===== config.mk =====
export PLATFORM = sky130hd
export DESIGN_NAME = uart_tx_fifo
export DESIGN_NICKNAME = d
export VERILOG_FILES = /design/src/rtl/uart_pkg.sv /design/src/rtl/uart_sync_fifo.sv /design/src/rtl/uart_tx_fifo.sv
export SDC_FILE = /design/constraint.sdc
export NUM_CORES = 1
export LEC_CHECK = 0
export BUFFER_PORTS_ARGS = -buffer_cell sky130_fd_sc_hd__buf_2
export CAP_MARGIN = 20
export CELL_PAD_IN_SITES_DETAIL_PLACEMENT = 1
export CELL_PAD_IN_SITES_GLOBAL_PLACEMENT = 1
export CORE_ASPECT_RATIO = 0.6
export CORE_MARGIN = 3
export CORE_UTILIZATION = 48
export DETAILED_ROUTE_END_ITERATION = 12
export HOLD_SLACK_MARGIN = 0.05
export PLACE_DENSITY = 0.73
export SLEW_MARGIN = 20
export SYNTH_ARGS = -nofsm -noshare
export SYNTH_HDL_FRONTEND = slang
export SYNTH_HIERARCHICAL = 1
export SYNTH_SLANG_ARGS = --single-unit

===== constraint.sdc =====
create_clock -name clk_i -period 3.1 [get_ports clk_i]
set_clock_uncertainty 0.1 [all_clocks]
set_input_delay 0.93 -clock clk_i [delete_from_list [all_inputs] [get_ports clk_i]]
set_output_delay 0.93 -clock clk_i [all_outputs]
set_load 0.02 [all_outputs]

===== src/rtl/uart_pkg.sv =====
// -----------------------------------------------------------------------------
// uart_pkg
//  Shared definitions for the UART block: transmit FSM state encoding,
//  register map offsets and default buffer geometry.
// -----------------------------------------------------------------------------
package uart_pkg;

  // Default FIFO geometry. DEPTH must be a power of two and at least 2.
  localparam int DEFAULT_DEPTH = 16;
  localparam int DEFAULT_WIDTH = 8;

  // Register map byte offsets.
  localparam logic [3:0] ADDR_CTRL = 4'd0;
  localparam logic [3:0] ADDR_TX   = 4'd4;
  localparam logic [3:0] ADDR_RX   = 4'd8;
  localparam logic [3:0] ADDR_STAT = 4'd12;

  // Transmit hand-off FSM.
  typedef enum logic [1:0] {
    IDLE  = 2'd0,
    START = 2'd1,
    WAIT  = 2'd2
  } tx_state_e;

endpackage : uart_pkg


===== src/rtl/uart_sync_fifo.sv =====
// -----------------------------------------------------------------------------
// uart_sync_fifo
//  Single-clock circular buffer with an explicit occupancy counter. Shared by
//  the TX and RX paths of the UART.
//
//  Ports
//   clk_i    in   clock
//   rst_i    in   asynchronous active-high reset (pointers and level)
//   clr_i    in   synchronous flush; overrides push and pop in the same cycle
//   push_i   in   push request; ignored while full
//   pop_i    in   pop request; ignored while empty
//   wdata_i  in   push data
//   rdata_o  out  head entry (valid whenever empty_o is low)
//   full_o   out  level == DEPTH
//   empty_o  out  level == 0
//   level_o  out  occupancy 0..DEPTH
// -----------------------------------------------------------------------------
module uart_sync_fifo
  import uart_pkg::*;
#(
  parameter  int DEPTH = DEFAULT_DEPTH,
  parameter  int WIDTH = DEFAULT_WIDTH,
  localparam int AW    = $clog2(DEPTH)
) (
  input  logic             clk_i,
  input  logic             rst_i,
  input  logic             clr_i,
  input  logic             push_i,
  input  logic             pop_i,
  input  logic [WIDTH-1:0] wdata_i,
  output logic [WIDTH-1:0] rdata_o,
  output logic             full_o,
  output logic             empty_o,
  output logic [AW:0]      level_o
);

  localparam logic [AW:0] FULL_LVL = (AW+1)'(DEPTH);

  logic [WIDTH-1:0] mem_q [DEPTH];
  logic [AW-1:0]    wr_ptr_q, wr_ptr_d;
  logic [AW-1:0]    rd_ptr_q, rd_ptr_d;
  logic [AW:0]      level_q,  level_d;
  logic             push_ok;
  logic             pop_ok;

  assign full_o  = (level_q == FULL_LVL);
  assign empty_o = (level_q == '0);
  assign level_o = level_q;
  assign rdata_o = mem_q[rd_ptr_q];

  // Full/empty are the pre-edge values, so a push at full is dropped even
  // when a pop happens in the same cycle.
  assign push_ok = push_i && !full_o  && !clr_i;
  assign pop_ok  = pop_i  && !empty_o && !clr_i;

  always_comb begin
    wr_ptr_d = wr_ptr_q;
    rd_ptr_d = rd_ptr_q;
    level_d  = level_q;
    if (clr_i) begin
      wr_ptr_d = '0;
      rd_ptr_d = '0;
      level_d  = '0;
    end else begin
      // Pointers are AW bits wide, so DEPTH-1 -> 0 wrap is implicit.
      if (push_ok) wr_ptr_d = wr_ptr_q + 1'b1;
      if (pop_ok)  rd_ptr_d = rd_ptr_q + 1'b1;
      if (push_ok && !pop_ok)      level_d = level_q + 1'b1;
      else if (pop_ok && !push_ok) level_d = level_q - 1'b1;
    end
  end

  always_ff @(posedge clk_i or posedge rst_i) begin
    if (rst_i) begin
      wr_ptr_q <= '0;
      rd_ptr_q <= '0;
      level_q  <= '0;
    end else begin
      wr_ptr_q <= wr_ptr_d;
      rd_ptr_q <= rd_ptr_d;
      level_q  <= level_d;
    end
  end

  // Storage carries no reset so it can map onto distributed or block RAM.
  always_ff @(posedge clk_i) begin
    if (push_ok) mem_q[wr_ptr_q] <= wdata_i;
  end

endmodule : uart_sync_fifo


===== src/rtl/uart_tx_fifo.sv =====
// -----------------------------------------------------------------------------
// uart_tx_fifo
//  Transmit byte buffer between the register interface and the serializer.
//  Bus writes push bytes; a three-state FSM pops one byte, pulses tx_start_o
//  and waits for tx_done_i before it may pop the next one.
//
//  Ports
//   clk_i      in   clock
//   rst_i      in   asynchronous active-high reset
//   en_i       in   transmit enable; only gates the start of a new byte
//   clr_i      in   synchronous flush of contents and overflow flag
//   wr_i       in   push strobe
//   wdata_i    in   push data
//   wm_i       in   low-watermark threshold
//   tx_done_i  in   serializer done pulse (only observed while waiting)
//   tx_start_o out  one-cycle start pulse to the serializer
//   tx_byte_o  out  byte under transmission, held from start until done
//   busy_o     out  FSM not idle
//   full_o     out  FIFO full
//   empty_o    out  FIFO empty
//   level_o    out  occupancy 0..DEPTH
//   ovf_o      out  sticky: a push was dropped because the FIFO was full
//   intr_wm_o  out  en_i && level_o <= wm_i
// -----------------------------------------------------------------------------
module uart_tx_fifo
  import uart_pkg::*;
#(
  parameter  int DEPTH = DEFAULT_DEPTH,
  parameter  int WIDTH = DEFAULT_WIDTH,
  localparam int AW    = $clog2(DEPTH)
) (
  input  logic             clk_i,
  input  logic             rst_i,
  input  logic             en_i,
  input  logic             clr_i,
  input  logic             wr_i,
  input  logic [WIDTH-1:0] wdata_i,
  input  logic [AW:0]      wm_i,
  input  logic             tx_done_i,
  output logic             tx_start_o,
  output logic [WIDTH-1:0] tx_byte_o,
  output logic             busy_o,
  output logic             full_o,
  output logic             empty_o,
  output logic [AW:0]      level_o,
  output logic             ovf_o,
  output logic             intr_wm_o
);

  tx_state_e        state_q, state_d;
  logic [WIDTH-1:0] tx_byte_q, tx_byte_d;
  logic             ovf_q, ovf_d;
  logic             pop_req;
  logic [WIDTH-1:0] fifo_head;
  logic             fifo_full;
  logic             fifo_empty;
  logic [AW:0]      fifo_level;

  uart_sync_fifo #(
    .DEPTH (DEPTH),
    .WIDTH (WIDTH)
  ) u_fifo (
    .clk_i   (clk_i),
    .rst_i   (rst_i),
    .clr_i   (clr_i),
    .push_i  (wr_i),
    .pop_i   (pop_req),
    .wdata_i (wdata_i),
    .rdata_o (fifo_head),
    .full_o  (fifo_full),
    .empty_o (fifo_empty),
    .level_o (fifo_level)
  );

  // Hand-off FSM. A flush never aborts a byte already handed to the
  // serializer, but it does block a pop in the same cycle.
  always_comb begin
    state_d   = state_q;
    tx_byte_d = tx_byte_q;
    pop_req   = 1'b0;
    case (state_q)
      IDLE: begin
        if (en_i && !fifo_empty && !clr_i) begin
          pop_req   = 1'b1;
          tx_byte_d = fifo_head;
          state_d   = START;
        end
      end
      START:   state_d = WAIT;
      WAIT:    if (tx_done_i) state_d = IDLE;
      default: state_d = IDLE;
    endcase
  end

  // Overflow: flush wins over a same-cycle push, so no drop is recorded then.
  always_comb begin
    ovf_d = ovf_q;
    if (clr_i)                  ovf_d = 1'b0;
    else if (wr_i && fifo_full) ovf_d = 1'b1;
  end

  always_ff @(posedge clk_i or posedge rst_i) begin
    if (rst_i) begin
      state_q   <= IDLE;
      tx_byte_q <= '0;
      ovf_q     <= 1'b0;
    end else begin
      state_q   <= state_d;
      tx_byte_q <= tx_byte_d;
      ovf_q     <= ovf_d;
    end
  end

  assign tx_start_o = (state_q == START);
  assign busy_o     = (state_q != IDLE);
  assign tx_byte_o  = tx_byte_q;
  assign full_o     = fifo_full;
  assign empty_o    = fifo_empty;
  assign level_o    = fifo_level;
  assign ovf_o      = ovf_q;
  assign intr_wm_o  = en_i && (fifo_level <= wm_i);

endmodule : uart_tx_fifo


### After elaboration in Yosys (flattened, before gate mapping)

Memories as Yosys holds them, arrays and structs flattened. A register that Yosys moved wholly into a read port is not among the register bits.
Cells that the tools add are included.
Widths: inputs -> output; s select.

* $add $sub $neg: 4
* order comparisons: 1
* equal/unequal tests: 5
* multiplexer cells: 16
* reduce and logical (&&, ||, !) cells: 24

Operators with widths (number)
* $mux 4: 4
* $mux 5: 3
* $logic_and 1x1->1: 10
* $add 4x1->4 const B: 2
* $reduce_bool 2->1: 4
* $mux 1: 6
* $pmux 2 s3: 1
* $add 5x1->5 const B: 1
* $eq 5x5->1 const B: 1
* $le 5x5->1: 1
* $logic_not 1->1: 5
* $logic_not 5->1: 1
* $sub 5x1->5 const B: 1
* $mux 2: 2
* $ne 2x2->1 const B: 2
* $reduce_and 2->1: 2
* $reduce_bool 3->1: 1
* $eq 2x1->1 const B: 1
* $eq 2x2->1 const B: 1
* $logic_not 2->1: 1

* register bits: 16
* bits in writable memories: 128
* input bits: 19
* memories kept: 1

Memories
* u_fifo.mem_q: depth 16, bits a word 8, rd ports 1, clocked after memory_dff 1, wr ports 1, line uart_sync_fifo.sv:39 `logic [WIDTH-1:0] mem_q [DEPTH];`

### Depth between registers and ports, before layout

Gate-level depths: netlist (run 1).

* depth in word-level cells: 12
* depth in mapped cells: 14

### Modules after synthesis

Netlist (run 1), hierarchy kept.

By module, submodules not included
* uart_sync_fifo: instances 1, cells an instance 295, area each 5936.9 um^2
* uart_tx_fifo: instances 1, cells an instance 49, area each 601.8 um^2

### Worst setup path after synthesis (run 1)

No wires, ideal clock.

* kind: register -> register
* start point: reg u_fifo.level_q[0] (netlist: u_fifo/level_o[0])
* end point: reg u_fifo.level_q[4] (netlist: u_fifo/level_o[4])
* arrival time: 3.579 ns
* slack: -0.661 ns
* stages on the path, launching flop included: 15
* buffers on the path: 2
* cells stage by stage: dfrtp_1 > or4_1 > buf_2 > nor2_1 > nor4_4 > nand2_4 > inv_1 > clkbuf_1 > o41ai_1 > nand3b_1 > ha_1 > a21oi_1 > a21oi_1 > a311o_1 > a31oi_1

* cells in the longest elaborated chain, start to end: 12
* elaborated cells on any way between the ends: 22
* those cells by class: add/sub: 2; eq/ne: 1; mux: 5; reduce/logical: 14

RTL lines
* start, declared: line uart_sync_fifo.sv:42 `logic [AW:0] level_q, level_d;`
* start signal, assigned: line uart_sync_fifo.sv:81 `level_q <= level_d;`
* $logic_not 5->1 *: line uart_sync_fifo.sv:47 `assign empty_o = (level_q == '0);`
* net empty_o: line uart_tx_fifo.sv:44 `output logic empty_o,`
* $logic_not 1->1 *: line uart_tx_fifo.sv:83 `if (en_i && !fifo_empty && !clr_i) begin`
* $logic_and 1x1->1 * (2 in a row): line uart_tx_fifo.sv:83
* $mux 1 *: line uart_tx_fifo.sv:83
* $mux 1 *: line uart_tx_fifo.sv:81 `case (state_q)`
* net pop_req: line uart_tx_fifo.sv:53 `logic pop_req;`
* $logic_and 1x1->1 * (2 in a row): line uart_sync_fifo.sv:54 `assign pop_ok = pop_i && !empty_o && !clr_i;`
* $logic_not 1->1: line uart_sync_fifo.sv:68 `if (push_ok && !pop_ok) level_d = level_q + 1'b1;`
* $logic_and 1x1->1: line uart_sync_fifo.sv:68
* $mux 5: line uart_sync_fifo.sv:68
* $mux 5: line uart_sync_fifo.sv:60 `if (clr_i) begin`

Mark *: on every way through the listed nets, which the timed path passes. The rest lies on a longest branch. The select of a mux whose other input is x is not followed.
A chain may end at the register's enable or synchronous reset.

### Final worst setup path (run 1)

* start point: reg u_fifo.level_q[1] (netlist: u_fifo/level_o[1])
* end point: reg u_fifo.level_q[4] (netlist: u_fifo/level_o[4])

* cells in the longest elaborated chain, start to end: 12
* elaborated cells on any way between the ends: 22
* those cells by class: add/sub: 2; eq/ne: 1; mux: 5; reduce/logical: 14

RTL lines (line)
* $logic_not 5->1 *: uart_sync_fifo.sv:47
* $logic_not 1->1 *: uart_tx_fifo.sv:83
* $logic_and 1x1->1 * (2 in a row): uart_tx_fifo.sv:83
* $mux 1 *: uart_tx_fifo.sv:83
* $mux 1 *: uart_tx_fifo.sv:81
* net pop_req: uart_tx_fifo.sv:53
* $logic_and 1x1->1 * (2 in a row): uart_sync_fifo.sv:54
* $logic_not 1->1: uart_sync_fifo.sv:68
* $logic_and 1x1->1: uart_sync_fifo.sv:68
* $mux 5: uart_sync_fifo.sv:68
* $mux 5: uart_sync_fifo.sv:60

Marked as above.

==> results_dict.tcl, run 1 <==
set metrics [dict create \
    run_status "complete, no violations" \
    die_w_microns 157 \
    clock_path_buffers 2 \
    vias 3517 \
    grt_pass1_vias 3642 \
    initial_core_util_pct 49.9 \
    setup_viol 0 \
    cp_slowest_stage_delay_ns 0.56 \
    async_flop_share_pct 15.8 \
    hold_viol_final 0 \
    synth_nets 378 \
    worst_ep_required_time_ns 3.32 \
    synth_area_per_cell_sq_um 19.0 \
    wirelength_microns 15100 \
    nets 450 \
    end_kind "flop" \
    syn_to_final_growth_pct 18.8 \
    port_buffers 37 \
    fin_crit_ns 3.04 \
    cpMaxStageDelayCell "or4_4" \
    tightest_slew_ns 0.631 \
    synth_edf_count 128 \
    rows 32 \
    crit_path_start_kind "flop" \
    timing.fmax_ghz 0.328 \
    grt_pass1_wl_microns 22900 \
    synth_top_area_share_pct 58.8 \
    hold_buffers 0 \
    wl_per_cell_microns 25.2 \
    clock-sinks 152 \
    path_clk_slew_ns 0.06 \
    synth_commonest_cells "edfxtp_1, nor2_1, mux4_1" \
    maxSlewViolCount 0 \
    synthCells 344 \
    grt_max_degree 36 \
    dpl_worst_slack_ns -0.0785 \
    globalplace.congestion 0.809 \
    holdWs_ns 0.415 \
    ir_drop_uv 373 \
    max_cap_violations 0 \
    setup_ws_ns 0.0556 \
    die_h_microns 96.4 \
    power_density_nw_per_um2 766 \
    drcViolationCount 0 \
    worstSkewPairLatency_ns 0.43 \
    dp_hpwl_microns 10200 \
    grt_remaining_overflow 0 \
    htreeDepth 4 \
    post_drt_via_cell_ratio 5.87 \
    timing.slew.headroom_pct 57.9 \
    antenna_found_initial 0 \
    root_buffer "clkbuf_16" \
    crit_type "flop to flop" \
    design.core.area_sq_um 13100 \
    ys_types 52 \
    synthTopCellsByArea "edfxtp_1, mux4_1, dfrtp_1" \
    synth_warnings 6 \
    drt-pass1-iter-count 5 \
    synth.most_common_cell "edfxtp_1" \
    crit_buf_inv 2 \
    seq_area_frac_synth_pct 68.0 \
    hold_class "flop to flop" \
    synth_area_sq_um 6540 \
    worstPathArrival_ns 3.27 \
    cts_buffers 17 \
    dieArea_sq_um 15100 \
    io-pin-count 38 \
    crit_family "simple AND/OR/NAND/NOR gates" \
    ant_nets 0 \
    n_antenna_cell 0 \
    yosysTopAreaCell "edfxtp_1" \
    p_leak_nw 2.87 \
    drt_first_iter_violations 226 \
    synth-main-ff-cell "edfxtp_1" \
    crit_chain "or4_4 -> nor2_4 -> nor4_4 -> nand2_4 -> inv_2 -> o41ai_2 -> nand3b_1 -> buf_4 -> fa_2 -> nand3_4 -> nor4bb_4 -> o21ai_0 -> a31oi_1" \
    drive_gt1_share_pct 33.1 \
    cp_max_fo 5 \
    grt.total_usage_pct 21.5 \
    ys_ff_latch 152 \
    cts_tree "yes" \
    min_period_over_period_pct 98.2 \
]
kinds of logic (layout without fill, tap and decap cells):
kind of cell / Yosys count / after routing / share of synthesized area [%]
adders and majority gates: 15 / 15 / 2.99
and+or+nand+nor: 62 / 62 / 4.86
AOI/OAI and AO/OA: 24 / 24 / 2.68
xor gates and xnor gates: 7 / 7 / 0.938
muxes: 54 / 54 / 18.3
buffers and inverters: 30 / 115 / 2.26
DFF: 152 / 152 / 68.0
cell type report:
type,instances,area [sq um]
fill,1148,5320
sequential,152,4450
multi-input combinational,162,2020
timing repair buffer,69,440
clock buffer,17,425
tap,170,213
clock inverter,15,168
inverter,14,52.6
stage by stage:
stage	cells	util, %	total power (W)	cell area [sq um]	TNS (ns)
2_1_floorplan	344	-	0.00340	6600	-0.648
3_3_place_gp	566	54.5	0.00379	7130	0
3_5_place_dp	566	54.5	0.00385	7130	-0.0785
4_1_cts	599	59.1	0.00594	7730	0
5_1_grt	599	59.3	0.00620	7770	-0.0459
6_report	599	59.3	0.00595	7770	0
layer usage:
| layer | vias up | routed length [microns] | track usage [%] |
|---|---|---|---|
| li1 | 1531 | - | - |
| met1 | 1864 | 7530 | 33.2 |
| met2 | 106 | 6550 | 30.3 |
| met3 | 16 | 849 | 5.21 |
| met4 | 0 | 161 | 7.14 |
| met5 | - | 0 | 0 |
placed cells by master (no fill, tap or decap), drive strengths merged, types with 7 or more instances in the layout:
cell type	n
edfxtp	128
mux2	11
a21oi	7
nand2	9
clkbuf	17
inv	19
mux4	40
nor2	33
dfrtp	24
ha	14
buf	69
sequential cells by signal (all words and copies together) (netlist names):
signal           count
u_fifo/wr_ptr_q      4
state_q              2
u_fifo/mem_q       128
ovf_o                1
u_fifo/rd_ptr_q      4
tx_byte_o            8
u_fifo/level_o       5
report_power, final:
group	internal, W	switching, W	total (W)	leakage, nW
registers	0.00234	0.0000915	0.00243	1.46
clock network	0.00120	0.000883	0.00208	0.280
logic	0.000649	0.000787	0.00144	1.14
repair_timing:
| item | 4_1_cts | 5_1_grt |
|---|---|---|
| pin swaps | 1 | 3 |
| buffers inserted | 1 | 0 |
| setup endpoints to repair | 2 | 3 |
| resized for setup | 0 | 6 |
path summary, 6_finish.rpt:
| check | startpoint | cells after the start | end | slack, ns |
|---|---|---|---|---|
| max in group asynchronous | rst_i | 2 | u_fifo/level_o[1]$_DFFE_PP0P_ | 1.95 |
| worst max-delay path | u_fifo/level_o[1]$_DFFE_PP0P_ | 13 | u_fifo/level_o[4]$_DFFE_PP0P_ | 0.06 |
| worst min register to register | tx_byte_o[5]$_DFFE_PP0P_ | 1 | tx_byte_o[5]$_DFFE_PP0P_ | 0.41 |
| worst min-delay path | tx_byte_o[5]$_DFFE_PP0P_ | 1 | tx_byte_o[5]$_DFFE_PP0P_ | 0.41 |
| min in group asynchronous | rst_i | 2 | state_q[0]$_DFFE_PP0P_ | 0.43 |
| worst max register to register | u_fifo/level_o[1]$_DFFE_PP0P_ | 13 | u_fifo/level_o[4]$_DFFE_PP0P_ | 0.06 |
No activity file was read; power rests on OpenSTA's default activity.
==> run 2, diff against run 1 <==
- CORE_UTILIZATION: 48 -> 47
- PLACE_DENSITY: 0.73 -> 0.72
- SYNTH_HIERARCHICAL: 1 -> default
==> run 2 against run 1 <==
The run now ends with setup timing left. Utilization down 1.9 points. Clock power about the same. Global-route usage down 0.73 points. Combinational power up 12%. Total power up 3.4%. Non-clock buffer count down 13. Die area down 0.99%. Design area down 3.8%. First-iteration DRC count up 4.0%. Sequential power about the same. Area after synthesis down 3.1%. Maximum frequency down 2.2%. Critical path type is now primary input to primary output. Critical endpoint is now intr_wm_o.
==> results_dict.tcl, run 2 <==
set metrics [dict create \
    timing.reg2reg.setup_slack_ns 0.22 \
    timing.fmax_ghz 0.321 \
    syn_to_final_growth_pct 17.9 \
    synth_nets 399 \
    cp_slowest_stage_delay_ns 0.21 \
    synth_area_per_cell_sq_um 17.4 \
    post-route-util_pct 57.4 \
    ys_types 39 \
    drcViolationCount 0 \
    die_w_microns 156 \
    synthTopCellsByArea "edfxtp_1, mux4_2, dfrtp_1" \
    wl_per_cell_microns 23.7 \
    violations "setup timing" \
    timing.slew.headroom_pct 52.6 \
    crit_buf_inv 3 \
    path_clk_slew_ns 0.06 \
    top_register "u_fifo.mem_q" \
    max_cap_violations 0 \
    initial_core_util_pct 48.7 \
    hold_class "flop to flop" \
    vias 3449 \
    dp_hpwl_microns 9610 \
    grt_remaining_overflow 0 \
    cts_buffers 17 \
    synth_edf_count 128 \
    clock_path_buffers 2 \
    async_flop_share_pct 15.8 \
    final_cell_area_sq_um 7470 \
    synth_area_sq_um 6340 \
    ir_drop_uv 330 \
    io-pin-count 38 \
    setup_viol 1 \
    synth.most_common_cell "edfxtp_1" \
    grt_pass1_vias 3637 \
    power_density_nw_per_um2 824 \
    maxSlewViolCount 0 \
    largest_reg_flops 128 \
    place_area_sq_um 6840 \
    synth_top_family_by_area "multiplexers" \
    globalplace.congestion 0.730 \
    crit_type "primary input to primary output" \
    root_buffer "clkbuf_16" \
    htreeDepth 4 \
    cpMaxStageDelayCell "a211oi_2" \
    port_buffers 37 \
    cp_max_fo 2 \
    crit_family "compound AO/OA/AOI/OAI gates" \
    n_antenna_cell 0 \
    seq_area_frac_synth_pct 70.1 \
    power_w 0.00615 \
    worst_ep_required_time_ns 2.07 \
    run_status "complete, but fails checks" \
    drive_gt1_share_pct 31.1 \
    synth-main-ff-cell "edfxtp_1" \
    final_common_cell "edfxtp_1" \
    end_kind "primary output" \
    crit_path_start_kind "primary input" \
    clock-sinks 152 \
    nets 458 \
    tightest_slew_ns 0.711 \
    min_from "tx_byte_o[7]$_DFFE_PP0N_" \
    synth_xor_xnor_area_share_pct 1.24 \
    startpoint "wm_i[1]" \
    min_period_over_period_pct 100 \
    cpMostUsedCell "buf_6" \
    post_drt_via_cell_ratio 5.68 \
    final_cell_mix "edfxtp_1, buf_2, mux4_2" \
    worstSkewPairLatency_ns 0.43 \
    synth_warnings 0 \
    worstPathArrival_ns 2.08 \
    r2r-start "u_fifo.level_o[1]$_DFFE_PP0P_" \
    p_leak_nw 2.72 \
    instances_no_fill 607 \
    synth_top_area_share_pct 60.7 \
    synthAdderAreaFrac_pct 3.08 \
    fin_crit_ns 3.11 \
    synth_simple_gate_area_share_pct 5.88 \
    ant_nets 0 \
    place_inst 575 \
    grt_pass1_wl_microns 22000 \
    drt_first_iter_violations 235 \
    setup_ws_ns -0.0131 \
    grt.total_usage_pct 20.8 \
    dieArea_sq_um 15000 \
    grt_max_degree 36 \
    hold_viol_final 0 \
    yosysTopAreaCell "edfxtp_1" \
    synth_commonest_cells "edfxtp_1, mux4_2, nand2_1" \
    crit_chain "buf_6 -> inv_4 -> ha_4 -> nor2b_4 -> o21ai_2 -> nand2b_1 -> a211oi_2 -> o21a_1 -> buf_6" \
    rows 32 \
    synthMuxAreaShare_pct 14.5 \
    ys_ff_latch 152 \
    antenna_found_initial 0 \
    cts_tree "yes" \
    dpl_worst_slack_ns -0.216 \
    drt-pass1-iter-count 4 \
    synthCells 365 \
    rsz0062_at_grt "true" \
    synth-compound-area-share_pct 3.40 \
    design.core.area_sq_um 13000 \
    wirelength_microns 14400 \
    die_h_microns 95.9 \
]
-- run 2: layout make-up --
type                       count  area (sq um)
clock buffer                  17           425
sequential                   152          4450
fill                        1184          5540
tap                          170           213
multi-input combinational    186          1810
inverter                      11          43.8
timing repair buffer          56           369
clock inverter                15           164
-- run 2: where the power goes --
| part | total [W] | switching [W] | internal [W] | leakage [nW] |
|---|---|---|---|---|
| Sequential | 0.00245 | 0.000101 | 0.00235 | 1.47 |
| Clock | 0.00209 | 0.000886 | 0.00120 | 0.281 |
| Combinational | 0.00162 | 0.000885 | 0.000733 | 0.973 |
-- run 2: worst min-delay path, stage by stage (launching register included) --
cell and delay [ns]:
dfrtp_1 0.34, nand2_1 0.05, nand2_1 0.05
-- run 2: repair_timing --
| item | CTS | global route |
|---|---|---|
| cloned | 0 | 0 |
| resized for setup | 7 | 5 |
| hold buffers | 0 | 0 |
| pin swaps | 4 | 3 |
| endpoints found under the setup margin | 1 | 1 |
| setup buffers | 0 | 0 |
-- run 2: cells by family (layout without fill, tap and decap cells) --
family,Yosys count,count (layout)
buffers and inverters,27,99
adder cells (fa/ha/maj),15,15
AO/OA/AOI/OAI,36,36
flip-flops,152,152
multiplexers,51,51
AND/OR/NAND/NOR,75,75
XOR/XNOR,9,9
-- run 2: final timing paths --
path | end | cells after the start
setup / recovery | intr_wm_o | 9
max in group asynchronous | tx_byte_o[0]$_DFFE_PP0N_ | 3
hold reg to reg | tx_byte_o[7]$_DFFE_PP0N_ | 2
hold / removal | tx_byte_o[7]$_DFFE_PP0N_ | 2
min in group asynchronous | state_q[1]$_DFFE_PP0P_ | 2
setup reg to reg | u_fifo.level_o[4]$_DFFE_PP0P_ | 11
-- run 2: routing by layer --
layer | global-route usage, % | vias up | wire, microns
met2 | 30.0 | 101 | 6470
met5 | 0 | - | 0
met3 | 5.21 | 17 | 1070
met4 | 8.52 | 0 | 232
li1 | - | 1530 | -
met1 | 30.5 | 1801 | 6610
-- run 2: through the flow --
stage | setup TNS, ns | hold slack (ns)
3_5_place_dp | -0.216 | 0.356
6_report | -0.0131 | 0.363
3_3_place_gp | -0.110 | 0.347
2_1_floorplan | 0 | 0.396
4_1_cts | 0 | 0.370
5_1_grt | -0.0437 | 0.402
